$ cat config.mk
export PLATFORM = sky130hd
export DESIGN_NAME = wb_ram_lat
export DESIGN_NICKNAME = d
export VERILOG_FILES = /design/src/rtl/wb_ram_lat_pkg.sv /design/src/rtl/wb_ram_lat_ram_array.sv /design/src/rtl/wb_ram_lat.sv
export SDC_FILE = /design/constraint.sdc
export NUM_CORES = 2
export LEC_CHECK = 0
export ABC_CLOCK_PERIOD_IN_PS = 3420
export BUFFER_PORTS_ARGS = -buffer_cell sky130_fd_sc_hd__buf_4
export CAP_MARGIN = 20
export CORE_MARGIN = 2
export CORE_UTILIZATION = 54
export CTS_CLUSTER_SIZE = 25
export DETAILED_ROUTE_END_ITERATION = 16
export GPL_ROUTABILITY_DRIVEN = 0
export PLACE_DENSITY = 0.71
export SYNTH_ARGS = -nofsm -noshare
export SYNTH_HDL_FRONTEND = slang
export SYNTH_SLANG_ARGS = --single-unit
$ cat constraint.sdc
create_clock -name clk -period 3.42 [get_ports clk]
set_input_delay 0.513 -clock clk [delete_from_list [all_inputs] [get_ports clk]]
set_output_delay 0.513 -clock clk [all_outputs]
set_load 0.01 [all_outputs]
$ cat src/rtl/wb_ram_lat_pkg.sv
// Shared definitions for wb_ram_lat: FSM state encoding, counter sizing,
// latency legality check and Wishbone byte-lane helpers.
package wb_ram_lat_pkg;

    typedef enum logic [1:0] {
        ST_IDLE = 2'b00,
        ST_WAIT = 2'b01,
        ST_RESP = 2'b10
    } state_e;

    // Wide enough to hold LATENCY-1 for the largest legal latency.
    localparam int CNT_W       = 4;
    localparam int LATENCY_MIN = 1;
    localparam int LATENCY_MAX = 15;

    function automatic int lanes_of(input int width);
        return width / 8;
    endfunction

    // Number of byte-offset bits below the word index in a byte address.
    function automatic int lane_addr_bits(input int width);
        return (width > 8) ? $clog2(width / 8) : 0;
    endfunction

    function automatic bit latency_ok(input int lat);
        return (lat >= LATENCY_MIN) && (lat <= LATENCY_MAX);
    endfunction

endpackage

$ cat src/rtl/wb_ram_lat_ram_array.sv
// wb_ram_lat_ram_array: single-port-per-direction RAM with a registered
// read port and byte-enable write port. Contents are not reset.
module wb_ram_lat_ram_array #(
    parameter int WIDTH   = 128,
    parameter int DEPTH   = 16,
    parameter int AW      = 4,
    parameter     ROMPATH = ""
) (
    input  logic               clk,
    input  logic [AW-1:0]      i_rd_addr,
    output logic [WIDTH-1:0]   o_rd_data,
    input  logic               i_wr_en,
    input  logic [AW-1:0]      i_wr_addr,
    input  logic [WIDTH/8-1:0] i_wr_be,
    input  logic [WIDTH-1:0]   i_wr_data
);

    if ((WIDTH % 8) != 0 || DEPTH < 1) begin : g_bad_geometry
        $error("wb_ram_lat_ram_array: illegal geometry for image '%s'", ROMPATH);
    end

    logic [WIDTH-1:0] r_mem [DEPTH];
    logic [WIDTH-1:0] r_rd_data;

    // Byte-lane write and synchronous read of the addressed word.
    // NOTE: the array deliberately has no reset branch; clearing a memory
    // on reset would turn it into a huge register bank instead of a RAM.
    always_ff @(posedge clk) begin
        if (i_wr_en) begin
            for (int b = 0; b < WIDTH / 8; b++) begin
                if (i_wr_be[b]) begin
                    r_mem[i_wr_addr][b*8 +: 8] <= i_wr_data[b*8 +: 8];
                end
            end
        end
        r_rd_data <= r_mem[i_rd_addr];
    end

    assign o_rd_data = r_rd_data;

endmodule

$ cat src/rtl/wb_ram_lat.sv
// wb_ram_lat: Wishbone classic slave RAM with programmable wait states,
// error termination for out-of-range words and abort on cyc_i drop.
module wb_ram_lat
    import wb_ram_lat_pkg::*;
#(
    parameter int WIDTH   = 128,
    parameter int ADDR_W  = 16,
    parameter int DEPTH   = 16,
    parameter int LATENCY = 1,
    parameter     ROMPATH = ""
) (
    input  logic               clk,
    input  logic               rst,
    input  logic [ADDR_W-1:0]  adr_i,
    input  logic [WIDTH-1:0]   dat_i,
    output logic [WIDTH-1:0]   dat_o,
    input  logic               we_i,
    input  logic [WIDTH/8-1:0] sel_i,
    input  logic               stb_i,
    input  logic               cyc_i,
    output logic               ack_o,
    output logic               err_o
);

    localparam int LANES  = lanes_of(WIDTH);
    localparam int OFS_W  = lane_addr_bits(WIDTH);
    localparam int IDX_W  = ADDR_W - OFS_W;
    localparam int MEM_AW = (DEPTH > 1) ? $clog2(DEPTH) : 1;
    localparam logic [CNT_W-1:0] CNT_LOAD = CNT_W'(LATENCY - 1);

    if (!latency_ok(LATENCY)) begin : g_bad_latency
        $error("wb_ram_lat: LATENCY %0d outside legal range", LATENCY);
    end

    state_e             r_state;
    state_e             w_state_nxt;
    logic [CNT_W-1:0]   r_cnt;
    logic [MEM_AW-1:0]  r_idx;
    logic               r_oor;
    logic               r_we;
    logic [LANES-1:0]   r_sel;
    logic [WIDTH-1:0]   r_wdat;

    logic [IDX_W-1:0]   w_req_idx;
    logic               w_req_oor;
    logic               w_accept;
    logic [MEM_AW-1:0]  w_rd_idx;
    logic [WIDTH-1:0]   w_rdata;
    logic               w_wr_en;

    assign w_req_idx = adr_i[ADDR_W-1:OFS_W];
    assign w_req_oor = (32'(w_req_idx) >= 32'(DEPTH));
    assign w_accept  = (r_state == ST_IDLE) && cyc_i && stb_i;

    // While idle the RAM reads the live address so the word is ready for a
    // single-cycle response; afterwards it keeps reading the latched index.
    assign w_rd_idx = (r_state == ST_IDLE) ? w_req_idx[MEM_AW-1:0] : r_idx;

    // State register.
    // NOTE: sequential state uses non-blocking assignment so every flop
    // samples pre-edge values regardless of block ordering.
    always_ff @(posedge clk or negedge rst) begin
        if (!rst) begin
            r_state <= ST_IDLE;
        end else begin
            r_state <= w_state_nxt;
        end
    end

    // Next-state logic: accept, count down wait states, abort, respond.
    // NOTE: the default assignment first keeps this block free of latches.
    always_comb begin
        w_state_nxt = r_state;
        case (r_state)
            ST_IDLE: begin
                if (w_accept) begin
                    w_state_nxt = (CNT_LOAD == '0) ? ST_RESP : ST_WAIT;
                end
            end
            ST_WAIT: begin
                if (!cyc_i) begin
                    w_state_nxt = ST_IDLE;
                end else if (r_cnt == CNT_W'(1)) begin
                    w_state_nxt = ST_RESP;
                end
            end
            ST_RESP: w_state_nxt = ST_IDLE;
            default: w_state_nxt = ST_IDLE;
        endcase
    end

    // Request latches and wait-state counter; later input changes are ignored.
    always_ff @(posedge clk or negedge rst) begin
        if (!rst) begin
            r_cnt  <= '0;
            r_idx  <= '0;
            r_oor  <= 1'b0;
            r_we   <= 1'b0;
            r_sel  <= '0;
            r_wdat <= '0;
        end else if (w_accept) begin
            r_cnt  <= CNT_LOAD;
            r_idx  <= w_req_idx[MEM_AW-1:0];
            r_oor  <= w_req_oor;
            r_we   <= we_i;
            r_sel  <= sel_i;
            r_wdat <= dat_i;
        end else if (r_state == ST_WAIT) begin
            r_cnt <= r_cnt - 1'b1;
        end
    end

    // Response outputs: one-cycle ack or err, read data only on a read ack.
    always_comb begin
        ack_o   = 1'b0;
        err_o   = 1'b0;
        w_wr_en = 1'b0;
        dat_o   = '0;
        if (r_state == ST_RESP) begin
            if (r_oor) begin
                err_o = 1'b1;
            end else begin
                ack_o   = 1'b1;
                w_wr_en = r_we;
                if (!r_we) begin
                    dat_o = w_rdata;
                end
            end
        end
    end

    wb_ram_lat_ram_array #(
        .WIDTH   (WIDTH),
        .DEPTH   (DEPTH),
        .AW      (MEM_AW),
        .ROMPATH (ROMPATH)
    ) u_ram (
        .clk       (clk),
        .i_rd_addr (w_rd_idx),
        .o_rd_data (w_rdata),
        .i_wr_en   (w_wr_en),
        .i_wr_addr (r_idx),
        .i_wr_be   (r_sel),
        .i_wr_data (r_wdat)
    );

endmodule

# Yosys cells after proc, flatten, opt, wreduce, memory -nomap -nowiden
# Memories as Yosys holds them, arrays and structs flattened. A register that Yosys moved wholly into a read port is not among the register bits.
# Cells that the tools add are included.
# totals
register_bits,156
mem_bits_rw,2048
input_bits,165
output_inout_bits,130
elab_cells,84
mem_count,1
# op_classes
addsub,1
order_cmp,1
n_eq_ne,5
n_mux,64
reduce_logical,5
# mem_list
name,words,width,rd,rd_ports_with_merged_regs,write_ports,line,rtl
u_ram.r_mem,16,128,1,1,1,wb_ram_lat_ram_array.sv:22,logic [WIDTH-1:0] r_mem [DEPTH];
# op_table
cell,count
128-bit two-way mux,3
1-bit two-way mux,54
12-bit by 5-bit >= comparator with 1-bit output (second input constant),1
4-bit two-way mux,3
2-bit two-way mux,3
4-bit by 1-bit == test with 1-bit output (second input constant),1
2-bit case mux with 2 select lines,1
4-bit by 1-bit subtractor with 4-bit output (second input constant),1
3-bit != test (second input constant),1
2-bit by 1-bit == test with 1-bit output (second input constant),1
2-bit == test (second input constant),1
1-bit logical AND,2
2-bit zero test,1
2-bit != test (second input constant),1
2-bit AND reduction,1
2-bit nonzero test,1

# Longest topological paths before layout
# logic_depth
ltp_word,5
ltp_mapped,10
mapped_depth_nobuf,5

# Cells and area by module
# A second synthesis with hierarchy kept.
# unflattened
hier_cells,4438
area_unflattened_um2,87280.0
# modules_own_cells
mod,instances,cells_each,area_each_um2
wb_ram_lat_ram_array,1,3652,80681.1
wb_ram_lat,1,786,6598.8

# Worst setup path after synthesis
# Ideal clock, no wire load.
# synth_timing
path_kind,register -> register
from,register r_state[1]
to,"memory u_ram.r_mem[11][40], enable pin"
setup_ps,370
arrival_time_ps,2049
required_time_ps,3050
setup_slack_ps,1001
stages_incl_launch_ff,10
n_path_buf,4
synth_period_minus_slack_ps,2419
cell_sequence,dfrtp_1 -> buf_6 -> inv_2 -> nor2_1 -> and2_1 -> clkbuf_1 -> buf_4 -> nand2_1 -> buf_2 -> nor2_1
# synth_via
elab_chain_len,4
# synth_rtl
element,line,rtl
from (decl),wb_ram_lat.sv:35,state_e r_state;
from (signal assigned),wb_ram_lat.sv:66,r_state <= w_state_nxt;
2-bit == test,wb_ram_lat.sv:119,if (r_state == ST_RESP) begin
1-bit two-way mux,wb_ram_lat.sv:119,
1-bit two-way mux,wb_ram_lat_ram_array.sv:29,if (i_wr_en) begin
1-bit two-way mux (implied by the code),wb_ram_lat_ram_array.sv:32,r_mem[i_wr_addr][b*8 +: 8] <= i_wr_data[b*8 +: 8];
to (decl),wb_ram_lat_ram_array.sv:22,
# No other way between the ends.

# Worst setup path in the final report
# layout_timing
from,register r_state[1]
to,output err_o
# layout_via
elab_chain_len,2
# layout_rtl
element,line,rtl
2-bit == test,wb_ram_lat.sv:119,
1-bit two-way mux,wb_ram_lat.sv:119,
to (decl),wb_ram_lat.sv:22,output logic err_o
# No other way between the ends.

==> flow_metrics.env <==
export IMPL_status="finished, final reports clean"
export IMPL_drt_wl_total_um=331000
export IMPL_grt_ovfl_total=0
export IMPL_synth_warnings=0
export IMPL_grt_pass1_vias=74690
export IMPL_critPathTopFamily="buffers and inverters"
export IMPL_area_delta_synth_final_pct=16.8
export IMPL_synth_top_cell_by_area="edfxtp_1"
export IMPL_tns_ns=0
export IMPL_crit_arrival_ns=2.78
export IMPL_crit_path_end_kind="output port"
export IMPL_cp_slowest_cell="buf_12"
export IMPL_rrSetupSlack_ns=0.32
export IMPL_switching_share_pct=26.5
export IMPL_seq_power_share_pct=49.8
export IMPL_setup_viol=0
export IMPL_rows=158
export IMPL_cts_root_buf="clkbuf_16"
export IMPL_syn_nets=8195
export IMPL_fin_hold_ws_ns=0.148
export IMPL_grt_usage_pct=33.7
export IMPL_min_period_ns=3.30
export IMPL_worst_slew_pin_slew_ns=1.01
export IMPL_clkTransAtPathRegs_ns=0.06
export IMPL_r2r_end="u_ram.o_rd_data[33]"
export IMPL_cts_tree="yes"
export IMPL_htreeDepth=4
export IMPL_p_leak_uw=0.0407
export IMPL_crit_fanout=165
export IMPL_drive_above_1_share_pct=16.3
export IMPL_worstHoldPathType="in2reg"
export IMPL_r2r_worst_path_cells=6
export IMPL_setup_slack_ns=0.124
export IMPL_max_clock_freq_ghz=0.303
export IMPL_slew_headroom_pct=32.7
export IMPL_synth_top_area_share_pct=60.7
export IMPL_maxSlewViolCount=0
export IMPL_final_cell_count_no_fill=11227
export IMPL_clk_latency_ns=0.90
export IMPL_num_vias=76700
export IMPL_critPathMostFrequentCell="buf_4"
export IMPL_cp_num_buf_inv=3
export IMPL_dr_pass1_iters=14
export IMPL_synth_area_top_cells="edfxtp_1, a211oi_1, a21oi_1"
export IMPL_start_util_pct=54.5
export IMPL_drc=0
export IMPL_grt_max_degree=191
export IMPL_synth_edff_count=2048
export IMPL_die_area_mm2=0.191
export IMPL_pwr_share_clk_pct=38.7
export IMPL_dp_cells=10623
export IMPL_min_delay_path_depth=3
export IMPL_synthTopCellsByCount="edfxtp_1, nand2_1, a21oi_1"
export IMPL_period_share_pct=96.4
export IMPL_dp_worst_setup_slack_ns=0.529
export IMPL_synth_area_mm2=0.101
export IMPL_cellPowerDensity_mw_per_mm2=575
export IMPL_ios=295
export IMPL_hold_viol=0
export IMPL_whs_endpoint="r_state[1]"
export IMPL_switching_power_uw=18000
export IMPL_skew_ns=0.0551
export IMPL_ys_ff_latch=2327
export IMPL_grt_setup_unrepaired="false"
export IMPL_irDropWorstVdd_mv=0.461
export IMPL_cts_buffer_depth=3
export IMPL_die_h_um=437
export IMPL_ys_flop_type="edfxtp_1"
export IMPL_crit_chain="buf_4 -> buf_12 -> and2_1 -> buf_4"
export IMPL_ys_seq_area_share_pct=67.0
export IMPL_maxCapViolations=0
export IMPL_timing_rr_start="r_state[1]"
export IMPL_placed_area_mm2=0.109
export IMPL_async_flop_share_pct=6.49
export IMPL_avgSynthCellArea_um2=12.6
export IMPL_portBuffers=290
export IMPL_power_internal_uw=50000
export IMPL_worstPathRequired_ns=2.91
export IMPL_viasPerCell=6.83
export IMPL_grt_pass1_wl_um=481000
export IMPL_comb_power_share_pct=11.5
export IMPL_antenna_found_initial=16
export IMPL_cts_sinks=2327
export IMPL_routedWlPerCell_um=29.5
export IMPL_core_area_mm2=0.186
export IMPL_hold_start="cyc_i"
export IMPL_fp_dieW_um=437
export IMPL_cts_buffers=231
export IMPL_syn_instance_count=8030
export IMPL_synth_cell_types=54
export IMPL_critPathMaxStageDelay_ns=0.51
export IMPL_path_class="reg2out"
export IMPL_ant_nets=0
export IMPL_fin_area_mm2=0.118
export IMPL_nets=8694
export IMPL_start_kind="flip-flop"
export IMPL_yosysMostFrequentCell="edfxtp_1"
export IMPL_hpwlAfterDp_um=192000
export IMPL_drtIter0Drc=11674
[metal layers]
metal,vias up,part of all wire [%],wire [µm],track usage [%]
met4,10,6.5,21400,19.9
met1,37799,36,119000,44.4
met3,1105,12,39500,6.89
li1,32218,-,-,-
met2,5568,46,151000,52.0
met5,-,0.019,63,0
[how the worst max path moves through the flow]
stage | cells after the start | from | to | slack (ns)
after floorplan | 9 | r_state[1] | u_ram.r_mem[11][40] | 1.00
after global placement | 8 | adr_i[4] | u_ram.o_rd_data[85] | 0.52
after detailed placement | 8 | adr_i[4] | u_ram.o_rd_data[85] | 0.53
after CTS | 6 | r_state[1] | dat_o[52] | 0.07
after global routing | 6 | r_state[1] | dat_o[44] | 0.02
final | 4 | r_state[1] | err_o | 0.12
[cell families after synthesis]
kind of cell	count (synthesis)	synth area share [%]
compound gates	2862	18.8
buf+inv	781	3.53
flops	2327	67.0
mux	162	2.46
simple gates	1898	8.18
[registers in the layout (all words and copies together) (netlist names)]
register         cells
r_sel               16
u_ram.r_mem       2048
r_wdat             128
r_oor                1
r_state              1
u_ram.o_rd_data    128
r_we                 1
r_idx                4
[timing repair]
action	in CTS	in global routing
cloned	0	0
resized for setup	1	1
setup buffers	1	0
hold endpoints to repair	207	0
endpoints found under the setup margin	46	5
hold buffers	152	0
[per-stage QoR]
stage / utilization, % / power (µW)
after detailed placement: 58.5 / 41900
after global placement: 58.5 / 41600
after global routing: 63.7 / 69700
after CTS: 63.6 / 67900
after floorplan: - / 38100
final: 63.7 / 68000
[layout by cell type (no fill, tap or decap), types with 23 or more instances in the layout]
cell type      count
a211o_1           23
a31oi_1           93
o21ai_0          164
mux4_2            60
edfxtp_1        2048
nand3_1          253
dfxtp_1          128
a211oi_1         822
o311a_1           38
dfrtp_1          148
o211ai_1          66
dlygate4sd3_1    152
and2_1           133
o311ai_0         117
buf_12            88
clkbuf_16        232
buf_4            787
a22o_1            28
mux2i_1           28
nor2_1           322
a21boi_0         146
clkbuf_1          63
a21oi_1         1021
clkinv_1          23
a221o_1           76
mux2_2            67
nand2_1         1028
a311oi_1          35
a21o_1           113
a221oi_1          28
bufinv_16         25
and4_1            72
clkinv_2          35
clkbuf_8          33
[worst register-to-register path, delay by kind of cell, from the launching register on]
family                 cells  cell delay (ns)
AND/OR/NAND/NOR            2             0.88
buffers and inverters      2             0.84
flip-flops                 1             0.52
AO/OA/AOI/OAI              1             0.42
multiplexers               1             0.34
[area by class of cell]
cell class / instances / area (µm²)
sequential: 2327 / 67900
fill: 13574 / 67500
multi-input combinational: 4922 / 30000
timing repair buffer: 1031 / 9250
clock buffer: 328 / 6500
tap: 2480 / 3100
clock inverter: 114 / 1430
inverter: 16 / 105
antenna: 9 / 22.5
[power by group through the flow]
stage	combinational (µW)	sequential [µW]	clock, µW
finish	7850	33900	26300
global route	8240	33900	27500
CTS	7640	33800	26400
detailed placement	7440	34400	0
global placement	7270	34400	0
floorplan	4610	33500	0
No activity file was read; power rests on OpenSTA's default activity.
